$ cat config.mk
export PLATFORM = sky130hd
export DESIGN_NAME = ped_call_scheduler
export DESIGN_NICKNAME = d
export VERILOG_FILES = /design/src/rtl/ped_pkg.sv /design/src/rtl/ped_debounce.sv /design/src/rtl/ped_call_scheduler.sv
export SDC_FILE = /design/constraint.sdc
export NUM_CORES = 1
export LEC_CHECK = 0
export BUFFER_PORTS_ARGS = -buffer_cell sky130_fd_sc_hd__buf_2
export CAP_MARGIN = 20
export CORE_MARGIN = 5
export CORE_UTILIZATION = 25
export DETAILED_ROUTE_END_ITERATION = 16
export PLACE_DENSITY = 0.44
export RECOVER_POWER = 25
export SKIP_CTS_REPAIR_TIMING = 1
export SLEW_MARGIN = 20
export SYNTH_ARGS = -nofsm -noshare
export SYNTH_HDL_FRONTEND = slang
export SYNTH_SLANG_ARGS = --single-unit
$ cat constraint.sdc
create_clock -name clk -period 5.3 [get_ports clk]
set_input_delay 0.795 -clock clk [delete_from_list [all_inputs] [get_ports clk]]
set_output_delay 0.795 -clock clk [all_outputs]
set_load 0.01 [all_outputs]
$ cat src/rtl/ped_pkg.sv
// rtl/ped_pkg.sv - shared types and constants for the pedestrian call scheduler
//
// Purpose: light codes, scheduler state encoding, crosswalk indices and the
//          round-robin pick helper used by ped_call_scheduler.
// Ports:   none (package).

package ped_pkg;

    // Light codes consumed by the semaforo2 decoders; 2'd3 is never driven.
    localparam logic [1:0] RED   = 2'd0;
    localparam logic [1:0] GREEN = 2'd1;
    localparam logic [1:0] BLINK = 2'd2;

    typedef enum logic [2:0] {
        IDLE,
        REQ,
        WALK,
        CLEAR,
        GAP
    } state_t;

    // Crosswalk indices, also the bit positions in the pending vector.
    localparam logic [1:0] N   = 2'd0;
    localparam logic [1:0] TH1 = 2'd1;
    localparam logic [1:0] TH2 = 2'd2;

    // First set request strictly after 'last', scanning N -> TH1 -> TH2 -> N.
    // When only 'last' itself is requesting, the scan wraps back onto it.
    function automatic logic [1:0] rr_pick(input logic [2:0] req, input logic [1:0] last);
        logic [1:0] idx;
        logic [1:0] pick;
        logic       found;
        idx   = last;
        pick  = last;
        found = 1'b0;
        for (int k = 0; k < 3; k++) begin
            idx = (idx == TH2) ? N : idx + 2'd1;
            if (!found && req[idx]) begin
                pick  = idx;
                found = 1'b1;
            end
        end
        return pick;
    endfunction

endpackage

$ cat src/rtl/ped_debounce.sv
// rtl/ped_debounce.sv - push-button debouncer with filtered rising-edge pulse
//
// Purpose: the filtered level follows the raw input only after it has held the
//          new level for DEBOUNCE_TICKS consecutive cycles.
// Ports:   clk   - system clock
//          reset - asynchronous active-high reset (filter cleared to 0)
//          raw   - raw button level
//          filt  - debounced level
//          rise  - one-cycle pulse coincident with filt going 0 -> 1

module ped_debounce #(
    parameter int DEBOUNCE_TICKS = 200
) (
    input  logic clk,
    input  logic reset,
    input  logic raw,
    output logic filt,
    output logic rise
);

    localparam int CW = $clog2(DEBOUNCE_TICKS) + 1;

    logic          filt_q, filt_d;
    logic          rise_q, rise_d;
    logic [CW-1:0] cnt_q, cnt_d;

    // cnt counts consecutive cycles the raw level has differed from filt;
    // any return to the filtered level restarts the count.
    always_comb begin
        filt_d = filt_q;
        rise_d = 1'b0;
        cnt_d  = '0;
        if (raw != filt_q) begin
            if (cnt_q == CW'(DEBOUNCE_TICKS - 1)) begin
                filt_d = raw;
                rise_d = raw;
            end else begin
                cnt_d = cnt_q + 1'b1;
            end
        end
    end

    always_ff @(posedge clk or posedge reset) begin
        if (reset) begin
            filt_q <= 1'b0;
            rise_q <= 1'b0;
            cnt_q  <= '0;
        end else begin
            filt_q <= filt_d;
            rise_q <= rise_d;
            cnt_q  <= cnt_d;
        end
    end

    assign filt = filt_q;
    assign rise = rise_q;

endmodule

$ cat src/rtl/ped_call_scheduler.sv
// rtl/ped_call_scheduler.sv - pedestrian call latching, arbitration and walk sequencing
//
// Purpose: debounces the three crosswalk buttons, latches calls, picks the next
//          crosswalk round-robin, obtains a safe window from the main fsm and
//          runs WALK / CLEAR / GAP on a single seconds-derived down-counter.
// Ports:   clk, reset                  - clock, asynchronous active-high reset
//          enable                      - scheduler enable
//          btn_n, btn_th1, btn_th2     - raw push buttons
//          safe_ack                    - conflicting vehicle phases are red
//          ped_req                     - request / hold of the safe window
//          light_pn, light_pth1, light_pth2 - 2-bit light codes
//          pending                     - latched calls {th2,th1,n}
//          busy                        - high in WALK or CLEAR
//          done                        - one-cycle pulse on the last CLEAR cycle

module ped_call_scheduler
    import ped_pkg::*;
#(
    parameter int TICKS_PER_SEC  = 10000,
    parameter int WALK_SEC       = 8,
    parameter int CLEAR_SEC      = 4,
    parameter int GAP_SEC        = 2,
    parameter int DEBOUNCE_TICKS = 200
) (
    input  logic       clk,
    input  logic       reset,
    input  logic       enable,
    input  logic       btn_n,
    input  logic       btn_th1,
    input  logic       btn_th2,
    input  logic       safe_ack,
    output logic       ped_req,
    output logic [1:0] light_pn,
    output logic [1:0] light_pth1,
    output logic [1:0] light_pth2,
    output logic [2:0] pending,
    output logic       busy,
    output logic       done
);

    localparam int WALK_CYC  = WALK_SEC * TICKS_PER_SEC;
    localparam int CLEAR_CYC = CLEAR_SEC * TICKS_PER_SEC;
    localparam int GAP_CYC   = GAP_SEC * TICKS_PER_SEC;
    localparam int MAX_WC    = (WALK_CYC > CLEAR_CYC) ? WALK_CYC : CLEAR_CYC;
    localparam int MAX_CYC   = (MAX_WC > GAP_CYC) ? MAX_WC : GAP_CYC;
    localparam int TW        = $clog2(MAX_CYC) + 1;

    state_t        state_q, state_d;
    logic [TW-1:0] timer_q, timer_d;
    logic [2:0]    pending_q, pending_d;
    logic [1:0]    last_q, last_d;
    logic [1:0]    grant;
    logic          grant_fire;
    logic [2:0]    btn_raw;
    logic [2:0]    rise;
    logic [1:0]    served_code;

    assign btn_raw = {btn_th2, btn_th1, btn_n};

    for (genvar g = 0; g < 3; g++) begin : g_deb
        ped_debounce #(
            .DEBOUNCE_TICKS(DEBOUNCE_TICKS)
        ) u_deb (
            .clk   (clk),
            .reset (reset),
            .raw   (btn_raw[g]),
            .filt  (),
            .rise  (rise[g])
        );
    end

    assign grant = rr_pick(pending_q, last_q);

    // State register
    always_ff @(posedge clk or posedge reset) begin
        if (reset) begin
            state_q <= IDLE;
        end else begin
            state_q <= state_d;
        end
    end

    // Next-state logic. Once WALK is entered the sequence always runs through
    // CLEAR and GAP, whatever enable does, so nobody is cut off mid-crossing.
    always_comb begin
        state_d = state_q;
        case (state_q)
            IDLE: begin
                if (enable && (|pending_q)) state_d = REQ;
            end
            REQ: begin
                if (!enable || (pending_q == 3'b000)) state_d = IDLE;
                else if (safe_ack)                    state_d = WALK;
            end
            WALK: begin
                if ((timer_q == '0) || !safe_ack) state_d = CLEAR;
            end
            CLEAR: begin
                if (timer_q == '0) state_d = GAP;
            end
            GAP: begin
                if (timer_q == '0) state_d = IDLE;
            end
            default: state_d = IDLE;
        endcase
    end

    // Output logic
    always_comb begin
        ped_req     = (state_q == REQ) || (state_q == WALK) || (state_q == CLEAR);
        busy        = (state_q == WALK) || (state_q == CLEAR);
        done        = (state_q == CLEAR) && (timer_q == '0);
        served_code = (state_q == WALK) ? GREEN : ((state_q == CLEAR) ? BLINK : RED);
        light_pn    = RED;
        light_pth1  = RED;
        light_pth2  = RED;
        // last_q holds the crosswalk being served from WALK entry onward.
        case (last_q)
            N:       light_pn   = served_code;
            TH1:     light_pth1 = served_code;
            TH2:     light_pth2 = served_code;
            default: ;
        endcase
    end

    assign pending = pending_q;

    // Timer, call latches and round-robin pointer
    always_comb begin
        grant_fire = (state_q == REQ) && (state_d == WALK);
        last_d     = grant_fire ? grant : last_q;

        // Load on every state change (including the WALK abort into CLEAR);
        // the state ends on the cycle the counter reads zero.
        if (state_d != state_q) begin
            case (state_d)
                WALK:    timer_d = TW'(WALK_CYC - 1);
                CLEAR:   timer_d = TW'(CLEAR_CYC - 1);
                GAP:     timer_d = TW'(GAP_CYC - 1);
                default: timer_d = '0;
            endcase
        end else if (timer_q != '0) begin
            timer_d = timer_q - 1'b1;
        end else begin
            timer_d = timer_q;
        end

        pending_d = pending_q;
        if (grant_fire) pending_d[grant] = 1'b0;
        for (int i = 0; i < 3; i++) begin
            // A press for the crosswalk that is already walking is redundant.
            if (rise[i] && !((state_q == WALK) && (last_q == 2'(i)))) begin
                pending_d[i] = 1'b1;
            end
        end
    end

    always_ff @(posedge clk or posedge reset) begin
        if (reset) begin
            timer_q   <= '0;
            pending_q <= 3'b000;
            last_q    <= TH2;
        end else begin
            timer_q   <= timer_d;
            pending_q <= pending_d;
            last_q    <= last_d;
        end
    end

endmodule

Word level (Yosys, flattened, before mapping)
Cells that the tools add are included.
{"block": "totals", "regBits": 59, "input_bits": 7}
{"block": "op_classes", "addsub": 7, "n_bitwise": 2, "eq_ne": 18, "muxes": 47, "n_reduce_logical": 37, "magnitude_cmp": 5}
{"op": "$mux W9", "n": 6}
{"op": "$pmux W17 S3", "n": 1}
{"op": "$mux W18", "n": 2}
{"op": "$add A9 B1 Y9 const B", "n": 3}
{"op": "$eq A9 B8 Y1 const B", "n": 3}
{"op": "$mux W2", "n": 11}
{"op": "$mux W3", "n": 7}
{"op": "$logic_not A18 Y1", "n": 1}
{"op": "$reduce_bool A18 Y1", "n": 1}
{"op": "$sub A18 B1 Y18 const B", "n": 1}
{"op": "$mux W1", "n": 15}
{"op": "$pmux W3 S5", "n": 1}
{"op": "$eq A3 B2 Y1 const B", "n": 4}
{"op": "$logic_and A1 B1 Y1", "n": 12}
{"op": "$lt A2 B3 Y1 const B", "n": 4}
{"op": "$reduce_bool A2 Y1", "n": 4}
{"op": "$logic_not A1 Y1", "n": 7}
{"op": "$add A2 B1 Y2 const B", "n": 3}
{"op": "$bmux W1 S2", "n": 3}
{"op": "$eq A2 B2 Y1 const B", "n": 3}
{"op": "$eq A3 B3 Y1 const B", "n": 2}
{"op": "$logic_not A3 Y1", "n": 2}
{"op": "$reduce_and A2 Y1", "n": 3}
{"op": "$logic_or A1 B1 Y1", "n": 5}
{"op": "other kinds (10)", "n": 12}

Longest topological paths before layout
{"block": "depth", "word_depth": 19, "mapped_depth": 7, "depth_no_buf": 7}

Modules after synthesis
Synthesis repeated with hierarchy kept, for this count alone.
{"block": "unflattened", "cells_unflattened": 320, "hier_area_um2": 3161.8}
{"module": "ped_call_scheduler", "cells_each": 176, "instances": 1, "area_each_um2": 1581.5}
{"module": "ped_debounce", "cells_each": 48, "instances": 3, "area_each_um2": 526.8}

Worst setup path after synthesis
No wires, ideal clock.
{"block": "synth_path", "path_kind": "register to output", "start": "register timer_q[10]", "end": "output done", "stages_incl_launch_ff": 6, "setup_slack_ns": 2.660, "path_buffers": 0, "arrival_time_ns": 1.845, "required_ns": 4.505, "path_cell_list": "dfrtp_1 > or3_4 > or4_4 > nor3_2 > nand3_1 > inv_1"}
{"block": "synth_between", "elab_chain_cells": 2}
{"item": "from (decl)", "line_no": "ped_call_scheduler.sv:49", "rtl": "logic [TW-1:0] timer_q, timer_d;"}
{"item": "from (signal assigned)", "line_no": "ped_call_scheduler.sv:164", "rtl": "timer_q <= timer_d;"}
{"item": "$logic_not A18 Y1", "line_no": "ped_call_scheduler.sv:112", "rtl": "done = (state_q == CLEAR) && (timer_q == '0);"}
{"item": "$logic_and A1 B1 Y1", "line_no": "ped_call_scheduler.sv:112"}
{"item": "to (decl)", "line_no": "ped_call_scheduler.sv:38", "rtl": "output logic done"}
No other way between the ends.

==> run_results.csv <==
group,metric,value,unit
drt,drt_iter0_markers,82,
power_and_ir_drop,p_leak,1.52,nW
drt,postRouteAntennaNets,0,
drt,first_pass_iters,4,
timing,setup_tns,0,ns
power_and_ir_drop,finalPower,1.78,mW
drt,vias,2281,
floorplanning,dieArea,14300,µm²
power_and_ir_drop,power_frac_clock,33.3,%
timing,max_freq,287,MHz
clocking,path_clk_slew,0.05,ns
timing,timing_worst_slew_pin_value,3.19,ns
drt,wl_per_cell,13.4,µm
timing,setup_slack,1.81,ns
logic_synthesis,synth-edff-count,0,
run,max-cap-violations,1,
worst_setup_path,r2r_end,"timer_q[4]",
final_layout,seq_area,1480,µm²
status,outcome,"complete, but fails checks",
power_and_ir_drop,switching_power,0.627,mW
timing,hold_viol_final,0,
floorplanning,die_h,120,µm
worst_setup_path,rr_startpoint,"timer_q[0]",
min_path,hp-start,"g_deb[1].u_deb.cnt_q[0]",
grt,antenna_found_initial,0,
clocking,cts_buffers,9,
power_and_ir_drop,peakVddDrop,163,µV
timing,slew_headroom,-112,%
placed_design,portBuffers,18,
placed_design,pre_cts_ws,2.31,ns
final_layout,syn_to_final_growth,18.6,%
floorplanning,initial_core_util,25.2,%
clocking,htreeDepth,3,
timing,skew,0.00621,ns
worst_setup_path,r2r_slack,2.47,ns
grt,grt_max_degree,60,
final_layout,multi_input_area,1480,µm²
clocking,tritoncts,"built",
clocking,clockRootBuffer,"clkbuf_16",
min_path,whs_endpoint,"g_deb[1].u_deb.cnt_q[0]",
worst_setup_path,critPathMaxFanout,59,
worst_setup_path,worstSetupStartpointType,"input pin",
final_layout,fillers,1258,
placed_design,gp_congestion,0.780,
logic_synthesis,postSynthAreaPerCell,9.72,µm²
power_and_ir_drop,p_sw_share,35.2,%
logic_synthesis,ys.flop_type,"dfrtp_1",
clocking,clk_path_buf_depth,2,
drt,avgViaCountPerCell,4.70,
timing,setup_viol,0,
drt,wl,6.48,mm
worst_setup_path,arrival,3.21,ns
final_layout,diodes,0,
worst_setup_path,rr_worst_depth,6,
final_layout,final_layout_size_suffix_gt1_share,14.2,%
power_and_ir_drop,combPwrFrac,28.2,%
final_layout,final_net_count,344,
grt,grt_pass1_vias,2321,
logic_synthesis,yosysWarnings,0,
timing,holdWs,0.448,ns
logic_synthesis,synth_fp_nets,320,
floorplanning,num_rows,40,
floorplanning,core_region_area,11900,µm²
power_and_ir_drop,seqPwrFrac,38.5,%
clocking,clock_latency,0.33,ns
worst_setup_path,crit_type,"input pin to async pin",
power_and_ir_drop,internal_power,1.16,mW
logic_synthesis,synth_cell_types,42,
timing,period_minus_slack,3.49,ns
min_path,holdPathStages,1,
worst_setup_path,end_kind,"async pin",
grt,grt_pass1_wl,11.1,mm
timing,post-route-period-util,65.8,%
drt,post-route-drc-count,0,
floorplanning,die_w,120,µm
logic_synthesis,yosys_register_bits,59,
worst_setup_path,worstPathRequired,5.02,ns
timing,rsz0062_at_grt,"false",
clocking,clkSinkCount,59,
logic_synthesis,synthArstFlopShare,100,%
placed_design,post-dp-hpwl,4.51,mm
floorplanning,io_pins,19,
grt,gr-total-overflow,0,
timing,finalMaxSlewViolations,60,
power_and_ir_drop,p_per_area,501,nW/µm²
logic_synthesis,syn_inst,309,
logic_synthesis,syn_area,3000,µm²
status,failed_checks,"capacitance limit, slew limit",
grt,grt_usage,9.73,%
min_path,hold_path_class,"flip-flop to flip-flop",
logic_synthesis,ys_seq_area_share,49.2,%
layout make-up:
class | instances | share of cell area [%]
clock buffers | 12 | 7.20
clock inverters | 4 | 1.40
inverters | 7 | 0.738
multi-input cells | 237 | 41.4
flip-flops and latches | 59 | 41.5
well taps | 147 | 5.16
repair buffers | 19 | 2.60
per-layer routing:
layer | vias up | wire length [µm] | track usage, %
met2 | 23 | 3090 | 15.4
li1 | 1131 | - | -
met1 | 1119 | 3110 | 12.0
met3 | 8 | 201 | 3.49
met5 | - | 0 | 0
met4 | 0 | 81 | 4.08
critical path: stages:
cell and delay [ns]:
buf_2 0.09, inv_1 0.04, clkbuf_1 2.24
sequential cells by signal, indices dropped and copies added, names as in the netlist:
name	count
last_q	2
pending	3
state_q	3
g_deb.u_deb.filt	3
g_deb.u_deb.cnt_q	27
g_deb.u_deb.rise	3
timer_q	18
worst max-delay path by stage:
stage                     slack, ns         end  cells after the start         from
final                          1.81  timer_q[9]                      3        reset
after global routing           1.01  timer_q[9]                      3        reset
after CTS                      1.95        done                      8   timer_q[0]
after detailed placement       2.31        done                      8   timer_q[0]
after global placement         2.39        done                      6  timer_q[10]
after floorplan                2.66        done                      5  timer_q[10]
power by group through the flow:
stage                     clock network [mW]  logic [mW]  registers (mW)
final                                  0.594       0.504           0.687
after global routing                   0.631       0.576           0.704
after CTS                              0.615       0.514           0.684
after detailed placement                   0       0.509           0.692
after global placement                     0       0.512           0.691
after floorplan                            0       0.401           0.649
layout by cell type (no fill, tap or decap), types with 4 or more instances in the layout:
cell type,instances
o21ai_0,27
nor3b_1,4
nand3_1,17
nand2_1,18
clkbuf_16,9
or3_1,4
ha_1,4
nor4_1,7
dfrtp_1,58
a21oi_1,7
nor3_1,9
xnor2_1,18
nor2_1,45
or4b_2,4
nand2b_1,6
inv_1,7
xor2_1,23
and3_1,6
nor2b_1,4
buf_2,17
through the flow:
stage / instances / utilization (%) / cell area, µm²
after floorplan: 309 / - / 3000
after global placement: 469 / 27.4 / 3260
after detailed placement: 469 / 27.4 / 3260
after CTS: 485 / 29.9 / 3570
after global routing: 485 / 29.9 / 3560
final: 485 / 29.9 / 3560
kinds of logic after synthesis:
kind of cell	synth area share, %
simple gates	25.0
buf+inv	1.67
mux	1.62
xor+xnor	12.0
flops	49.2
compound gates	8.83
fa+ha+maj	1.67
Yosys cell counts, types with 4 or more instances:
cell type  instances  area share [%]
clkbuf_1           5            0.63
and2_1             5             1.0
a21oi_1            7             1.2
nor2_1            45             5.6
dfrtp_1           58              48
or4b_2             4             1.3
xor2_1            23             6.7
o21ai_0           27             4.5
nand2b_1           6             1.3
xnor2_1           18             5.2
nor4_1             7             1.5
nor3b_1            4             1.0
nor3_1             9             1.5
nand3_1           17             2.8
ha_1               4             1.7
or3_1              4            0.83
nor2b_1            4            0.83
and3_1             6             1.3
nand2_1           18             2.2
inv_1              7            0.88
(Power assumes the default switching activity.)
